<file path="src/rtl/main_memory_arbiter.sv">
// Purpose : round-robin arbiter sharing one main-memory port between NUM_REQ requesters,
//           routing read data back with a tagged valid and a pause/drain FSM for host access.
// Latency : grant is combinational with req; read data returns MEM_RD_LAT cycles after the grant edge.
// Backpressure: a requester holds req until gnt; pause stops new grants and drains reads in flight.
// Ports:
//   clk, rst              clock, asynchronous active-high reset
//   pause / paused        quiesce request / port quiescent indication
//   req, we, addr, wdata  per-requester request, write enable, packed address and write data
//   gnt, rvalid, rdata    one-hot grant, one-hot read valid, broadcast read data
//   mem_address, mem_data, mem_wren, mem_q   memory port
//   grant_count           per-requester saturating grant counters (only with ARB_STATS_EN)
// Optional feature macro: ARB_STATS_EN
module main_memory_arbiter #(
  parameter int NUM_REQ    = 4,
  parameter int ADDR_W     = 18,
  parameter int DATA_W     = 24,
  parameter int MEM_RD_LAT = 1,
  parameter int CNT_W      = 16
) (
  input  logic                        clk,
  input  logic                        rst,
  input  logic                        pause,
  output logic                        paused,
  input  logic [NUM_REQ-1:0]          req,
  input  logic [NUM_REQ-1:0]          we,
  input  logic [NUM_REQ*ADDR_W-1:0]   addr,
  input  logic [NUM_REQ*DATA_W-1:0]   wdata,
  output logic [NUM_REQ-1:0]          gnt,
  output logic [NUM_REQ-1:0]          rvalid,
  output logic [DATA_W-1:0]           rdata,
  output logic [ADDR_W-1:0]           mem_address,
  output logic [DATA_W-1:0]           mem_data,
  output logic                        mem_wren,
  input  logic [DATA_W-1:0]           mem_q
`ifdef ARB_STATS_EN
  ,
  output logic [NUM_REQ*CNT_W-1:0]    grant_count
`endif
);

  localparam int IDX_W = (NUM_REQ > 1) ? $clog2(NUM_REQ) : 1;

  typedef enum logic [1:0] {
    S_RUN    = 2'd0,
    S_DRAIN  = 2'd1,
    S_PAUSED = 2'd2
  } state_t;

  state_t             state, state_nxt;
  logic [IDX_W-1:0]   rr_ptr;
  logic [IDX_W-1:0]   win;
  logic [IDX_W-1:0]   cand;
  logic               found;
  logic               grant_vld;
  logic               rd_push;
  logic [ADDR_W-1:0]  last_addr;
  logic [DATA_W-1:0]  last_data;

  // Read tag pipe: stage 0 is loaded on the grant edge, the last stage lines up with mem_q.
  logic [MEM_RD_LAT-1:0] pipe_vld;
  logic [IDX_W-1:0]      pipe_idx [MEM_RD_LAT];
  logic                  pipe_empty;

  // Rotating priority search starting at rr_ptr; first requesting index wins.
  always_comb begin
    found = 1'b0;
    win   = '0;
    cand  = '0;
    for (int k = 0; k < NUM_REQ; k++) begin
      cand = IDX_W'((int'(rr_ptr) + k) % NUM_REQ);
      if (!found && req[cand]) begin
        found = 1'b1;
        win   = cand;
      end
    end
  end

  // Gating with rst keeps the grant quiet while reset is held, so no write can slip out.
  assign grant_vld = found && (state == S_RUN) && !rst;
  assign rd_push   = grant_vld && !we[win];
  assign gnt       = grant_vld ? (NUM_REQ'(1) << win) : '0;

  // Address/data follow the winner; with no grant they hold the last driven value.
  assign mem_wren    = grant_vld && we[win];
  assign mem_address = grant_vld ? addr[int'(win)*ADDR_W +: ADDR_W]  : last_addr;
  assign mem_data    = grant_vld ? wdata[int'(win)*DATA_W +: DATA_W] : last_data;

  always_ff @(posedge clk or posedge rst) begin
    if (rst) begin
      rr_ptr    <= '0;
      last_addr <= '0;
      last_data <= '0;
    end else if (grant_vld) begin
      rr_ptr    <= (win == IDX_W'(NUM_REQ - 1)) ? '0 : win + IDX_W'(1);
      last_addr <= mem_address;
      last_data <= mem_data;
    end
  end

  always_ff @(posedge clk or posedge rst) begin
    if (rst) begin
      pipe_vld <= '0;
      for (int s = 0; s < MEM_RD_LAT; s++) begin
        pipe_idx[s] <= '0;
      end
    end else begin
      pipe_vld[0] <= rd_push;
      pipe_idx[0] <= win;
      for (int s = 1; s < MEM_RD_LAT; s++) begin
        pipe_vld[s] <= pipe_vld[s-1];
        pipe_idx[s] <= pipe_idx[s-1];
      end
    end
  end

  assign pipe_empty = ~|pipe_vld;
  assign rvalid     = pipe_vld[MEM_RD_LAT-1] ? (NUM_REQ'(1) << pipe_idx[MEM_RD_LAT-1]) : '0;
  assign rdata      = pipe_vld[MEM_RD_LAT-1] ? mem_q : '0;

  // Pause/drain FSM. A grant issued in the cycle pause is sampled still completes normally.
  always_ff @(posedge clk or posedge rst) begin
    if (rst) begin
      state <= S_RUN;
    end else begin
      state <= state_nxt;
    end
  end

  always_comb begin
    state_nxt = state;
    case (state)
      S_RUN: begin
        if (pause) state_nxt = S_DRAIN;
      end
      S_DRAIN: begin
        // Releasing pause mid-drain resumes at once; outstanding reads still return.
        if (!pause)          state_nxt = S_RUN;
        else if (pipe_empty) state_nxt = S_PAUSED;
      end
      S_PAUSED: begin
        if (!pause) state_nxt = S_RUN;
      end
      default: state_nxt = S_RUN;
    endcase
  end

  assign paused = (state == S_PAUSED);

`ifdef ARB_STATS_EN
  logic [CNT_W-1:0] cnt [NUM_REQ];

  always_ff @(posedge clk or posedge rst) begin
    if (rst) begin
      for (int i = 0; i < NUM_REQ; i++) begin
        cnt[i] <= '0;
      end
    end else begin
      for (int i = 0; i < NUM_REQ; i++) begin
        if (grant_vld && (win == IDX_W'(i)) && (cnt[i] != {CNT_W{1'b1}})) begin
          cnt[i] <= cnt[i] + CNT_W'(1);
        end
      end
    end
  end

  for (genvar g = 0; g < NUM_REQ; g++) begin : g_cnt_out
    assign grant_count[g*CNT_W +: CNT_W] = cnt[g];
  end
`endif

endmodule

</file>
<file path="config.mk">
export PLATFORM = sky130hd
export DESIGN_NAME = main_memory_arbiter
export DESIGN_NICKNAME = d
export VERILOG_FILES = /design/src/rtl/main_memory_arbiter.sv
export SDC_FILE = /design/constraint.sdc
export NUM_CORES = 1
export LEC_CHECK = 0
export CORE_AREA = 2 2 110 112
export DETAILED_ROUTE_END_ITERATION = 10
export DIE_AREA = 0 0 112 114
export PLACE_DENSITY = 0.83
export SETUP_SLACK_MARGIN = 0.05
export SKIP_CTS_REPAIR_TIMING = 1
export SLEW_MARGIN = 20
export SYNTH_ARGS = -nofsm -noshare
export SYNTH_HDL_FRONTEND = slang
export SYNTH_SLANG_ARGS = --single-unit
</file>
<file path="constraint.sdc">
create_clock -name clk -period 3.1 [get_ports clk]
set_input_delay 0.62 -clock clk [delete_from_list [all_inputs] [get_ports clk]]
set_output_delay 0.62 -clock clk [all_outputs]
set_load 0.01 [all_outputs]
</file>
* After elaboration in Yosys (flattened, before gate mapping)
Index checks and enable logic that the tools add are counted.
** Word-level totals
- Register bits :: 49
- Memories :: 0
- Logic and storage cells :: 70
- Latch bits :: 0
- ROM bits :: 0
- Output and inout port bits :: 76
- Bits of input ports :: 203
- Bits in writable memories :: 0
** Operators by class
- Multiply operators :: 2
- Muxes and demuxes :: 29
- $add $sub $neg :: 4
- Div/mod/pow operators :: 0
- Magnitude comparators :: 5
- Shifts and indexed selects :: 4
- Bitwise gates (word level) :: 0
- Reduce and logical (&&, ||, !) cells :: 14
- Eq/ne operators :: 6
** Operators by type and width (number)
- $shiftx A96 B8 Y24 :: 1
- $shiftx A72 B8 Y18 :: 1
- $mux W24 :: 2
- $mux W18 :: 1
- $mux W2 :: 9
- $lt A2 B3 Y1 const B :: 5
- $bmux W1 S2 :: 5
- $mux W1 :: 9
- $mux W4 :: 2
- $shl A1 B2 Y4 const A :: 2
- $logic_and A1 B1 Y1 :: 7
- $mul A2 B4 Y6 const B :: 1
- $pmux W2 S3 :: 1
- $logic_not A1 Y1 :: 5
- $add A2 B1 Y2 const B :: 2
- $add A2 B2 Y2 const B :: 2
- $eq A2 B2 Y1 const B :: 2
- $mul A2 B2 Y4 const B :: 1
- $ne A2 B2 Y1 const B :: 2
- $ne A3 B3 Y1 const B :: 1
- $reduce_and A3 Y1 :: 1
- $eq A2 B1 Y1 const B :: 1
- $logic_not A2 Y1 :: 1

* Depth between registers and ports, before layout
- Depth after elaboration :: 16
- Gate-level depth with buffers :: 8
- Depth with buffers taken out :: 6

* Worst setup path before layout
No wires, ideal clock.
- Path type :: input to output
- Start point :: in req[0]
- End point :: out mem_address[10]
- Stages on the path :: 8
- Data required time :: 2.480 ns
- Buffers on the path :: 2
- Path slack :: 0.397 ns
- Arrival time :: 2.083 ns
- Cell sequence :: nor2b_1 > or4_4 > nand2_4 > inv_4 > buf_12 > buf_8 > mux2i_1 > o221ai_1
** On the way
- Longest elaborated chain between the ends :: 15
- Elaborated cells on any way between the ends :: 27
- Those cells by class :: mul: 1; shift: 1; mux: 17; reduce/logical: 8
** RTL lines
- from (decl) :: line 24 : input logic [NUM_REQ-1:0] req,
- $bmux W1 S2 :: line 71 : if (!found && req[cand]) begin
- $mux W1 (implied by the code) :: line 71
- $mux W1 :: line 71
- $logic_not A1 Y1 :: line 71
- $logic_and A1 B1 Y1 :: line 71
- $mux W1 :: line 71
- $logic_not A1 Y1 :: line 71
- $logic_and A1 B1 Y1 :: line 71
- $mux W1 :: line 71
- $logic_not A1 Y1 :: line 71
- $logic_and A1 B1 Y1 :: line 71
- $mux W2 * :: line 71
- via win[0] :: line 51 : logic [IDX_W-1:0] win;
- $mul A2 B4 Y6 * :: line 85 : assign mem_address = grant_vld ? addr[int'(win)*ADDR_W +: ADDR_W] : last_addr;
- $shiftx A72 B8 Y18 * :: line 85
- $mux W18 * :: line 85
- to (decl) :: line 31 : output logic [ADDR_W-1:0] mem_address,
Mark *: on every way through the listed nets, which the timed path passes. The rest lies on a longest branch. The select of a mux whose other input is x is not followed.

* Worst setup path after layout
- Start point :: in req[3]
- End point :: out mem_address[9]
Same word-level chain as after synthesis.

==> results.md <==
* Sink Count at 49
* Vias/cell at 5.40
* Post-route antenna net violation count at 0
* Initial antenna violation count at 0
* Wirelength, routed at approximately 15000 µm
* Synthesized area per cell at 10.0 µm²
* ANT cells at 0
* Max Clock Freq at 325 MHz
* Vert. Die Dim at 114 µm
* H-tree Lvls at 2
* Port bufs at 278
* WS Path Type: in2out
* Row count at 40
* Clk buf depth at 2
* Root buffer cell: clkbuf_16
* Clock Latency Late Sink at between 0.2 and 0.3 ns
* Final Core Density at about two thirds
* Slew @ Worst Pin at 0.607 ns
* Normalized max-slew margin at between 50% and 60%
* Pin count of the biggest net entering global routing at 43
* CTS tree: done
* Horiz. Die Dim at roughly 110 µm
* Initial core utilization at a little under a third
* Clock Skew at 0.00601 ns
* Hold Vio Cnt, Final at 0
* First-pass GRT wire length at 21500 µm
* Leak at 3.44 nW
* Mapped Cells at between 300 and 400
* Cell Pwr Density at 696 mW/mm²
* Hold Crit Class: reg2reg
* Overall power at 5.43 mW
* Post-route clock period utilization at between 90% and 100%
* Synth unique cells at 34
* Number of global-route vias before repair at approximately 4500
* Synth Net Count at roughly 580
* Count of final setup violators at 0
* Yosys warns at 0
* Crit path DAT at 2.46 ns
* Hpwl dp at about 11000 µm
* Nets at 906
* Layout area overhead at 110%
* Ratio of cells with drive above 1 in the final layout at 29.1%
* EDFF count, synth at 0
* Total CTS buffers at 5
* CP Capture Type: primary output
* DIE AREA at 0.0128 mm²
* DR iter-0 viols at 162
* Post-Syn Area at 0.00371 mm²
* Reg clk slew, reported paths at 0.06 ns
* Worst setup SP type: input port
* Status: completed
* IO Pins at 279
* Gp weighted congestion at 0.829
* RSZ-0062 raised after global routing: true
* CP Data Required Time at 2.48 ns
* Fin. max-slew vios at 0
* Max Cap Viol at 0
* DRC viols at 0
* Routed len/inst at 17.8 µm
* All-layer global routing usage at 20.4%
* Seq/Total Area, Yosys at 33.1%
* Pre-antenna DRT Iters at 4
* Ys async rst share at between 90% and 100%
* Synth Flop Type: dfrtp_1
* Core area at 0.0117 mm²
* Final Critical Period at between 3 and 4 ns
* Grt ovf at 0
* DR vias at 4573
* Peak supply drop at between 0.3 and 0.4 mV
* FF+latch count, synth at 49
* Crit path max fanout at 11
-- cell usage in the layout, fill, tap and decap left out, types with 3 or more instances in the layout --
master / count
dfrtp_1: 49
mux2i_4: 24
nand3_1: 4
mux2i_2: 36
buf_12: 7
o221ai_1: 74
clkbuf_16: 7
mux2i_1: 24
clkbuf_2: 14
nor2b_1: 3
nand2_1: 47
clkdlybuf4s50_1: 227
dlymetal6s2s_1: 17
buf_6: 5
and2_1: 28
buf_4: 62
o221ai_2: 10
ha_1: 4
buf_2: 18
-- metrics by stage --
step	TNS (ns)	instance area (µm²)	worst slack, ns	hold slack, ns	cells
after global routing	-0.0500	7810	-0.0500	0.504	847
after global placement	-25.66	7070	-0.619	0.462	833
final	0	7810	0.0184	0.481	847
after detailed placement	-28.35	7070	-0.700	0.470	833
after CTS	-29.23	7250	-0.727	0.485	841
after floorplan	0	3710	0.397	0.449	371
-- layout make-up --
cell class,count,area (µm²)
sequential,49,1230
clock inverter,1,30.0
timing repair buffer,355,3410
tap,147,184
timing repair inverter,1,8.76
fill,870,3900
clock buffer,7,143
multi-input combinational,284,2780
inverter,3,23.8
-- synthesized netlist by cell type, drive strengths merged, types with 3 or more instances --
library cell | instances | area share, %
o21ai | 3 | 0.40
mux2i | 84 | 23
dfrtp | 49 | 33
nor2b | 5 | 0.84
nand2 | 50 | 5.3
ha | 4 | 1.3
clkbuf | 18 | 1.8
o221ai | 84 | 20
nand3 | 4 | 0.54
and2 | 28 | 4.7
nor4 | 3 | 0.67
nor2 | 3 | 0.37
buf | 17 | 4.6
inv | 3 | 0.37
-- sequential cells by signal, indices dropped and copies added, names as in the netlist --
signal     cells
pipe_vld       1
last_data     24
state          2
rr_ptr         2
last_addr     18
pipe_idx       2
-- where the power goes --
part	switching, mW	leakage [nW]	total [mW]	internal [mW]
combinational	1.72	2.75	3.74	2.03
sequential	0.131	0.609	1.06	0.928
clock	0.229	0.0841	0.632	0.403
-- worst paths after layout --
check | cells past startpoint | slack, ns | endpoint | start
max | 9 | 0.02 | mem_address[9] | req[3]
min | 2 | 0.48 | last_data[5] | last_data[5]
max reg2reg | 7 | 0.98 | last_data[12] | rr_ptr[1]
min reg2reg | 2 | 0.48 | last_data[5] | last_data[5]
max in group asynchronous | 4 | 1.57 | last_data[12] | rst
min in group asynchronous | 3 | 0.97 | pipe_idx[0] | rst
-- routing by layer --
metal	vias to the layer above	GRT usage [%]	share of wire (%)
met3	16	4.46	6.6
met4	0	3.66	1.3
met1	2224	22.0	37
met2	217	40.9	55
li1	2116	-	-
met5	-	0	0
-- worst max-delay path, cell delays in order --
cell	delay, ns
dlymetal6s2s_1	0.13
nor2_2	0.07
or4_4	0.56
nand2_8	0.14
clkinv_8	0.11
buf_8	0.19
mux2i_4	0.20
o221ai_1	0.25
buf_2	0.19
-- cell families (layout without fill, tap and decap cells) --
| logic type | count (synthesis) | count (layout) | share of synthesized area, % |
|---|---|---|---|
| buf+inv | 38 | 367 | 6.78 |
| compound gates | 91 | 91 | 21.0 |
| mux | 84 | 84 | 22.7 |
| simple gates | 105 | 105 | 15.1 |
| flops | 49 | 49 | 33.1 |
| fa+ha+maj | 4 | 4 | 1.35 |
Power figures use the tool's default switching activity.
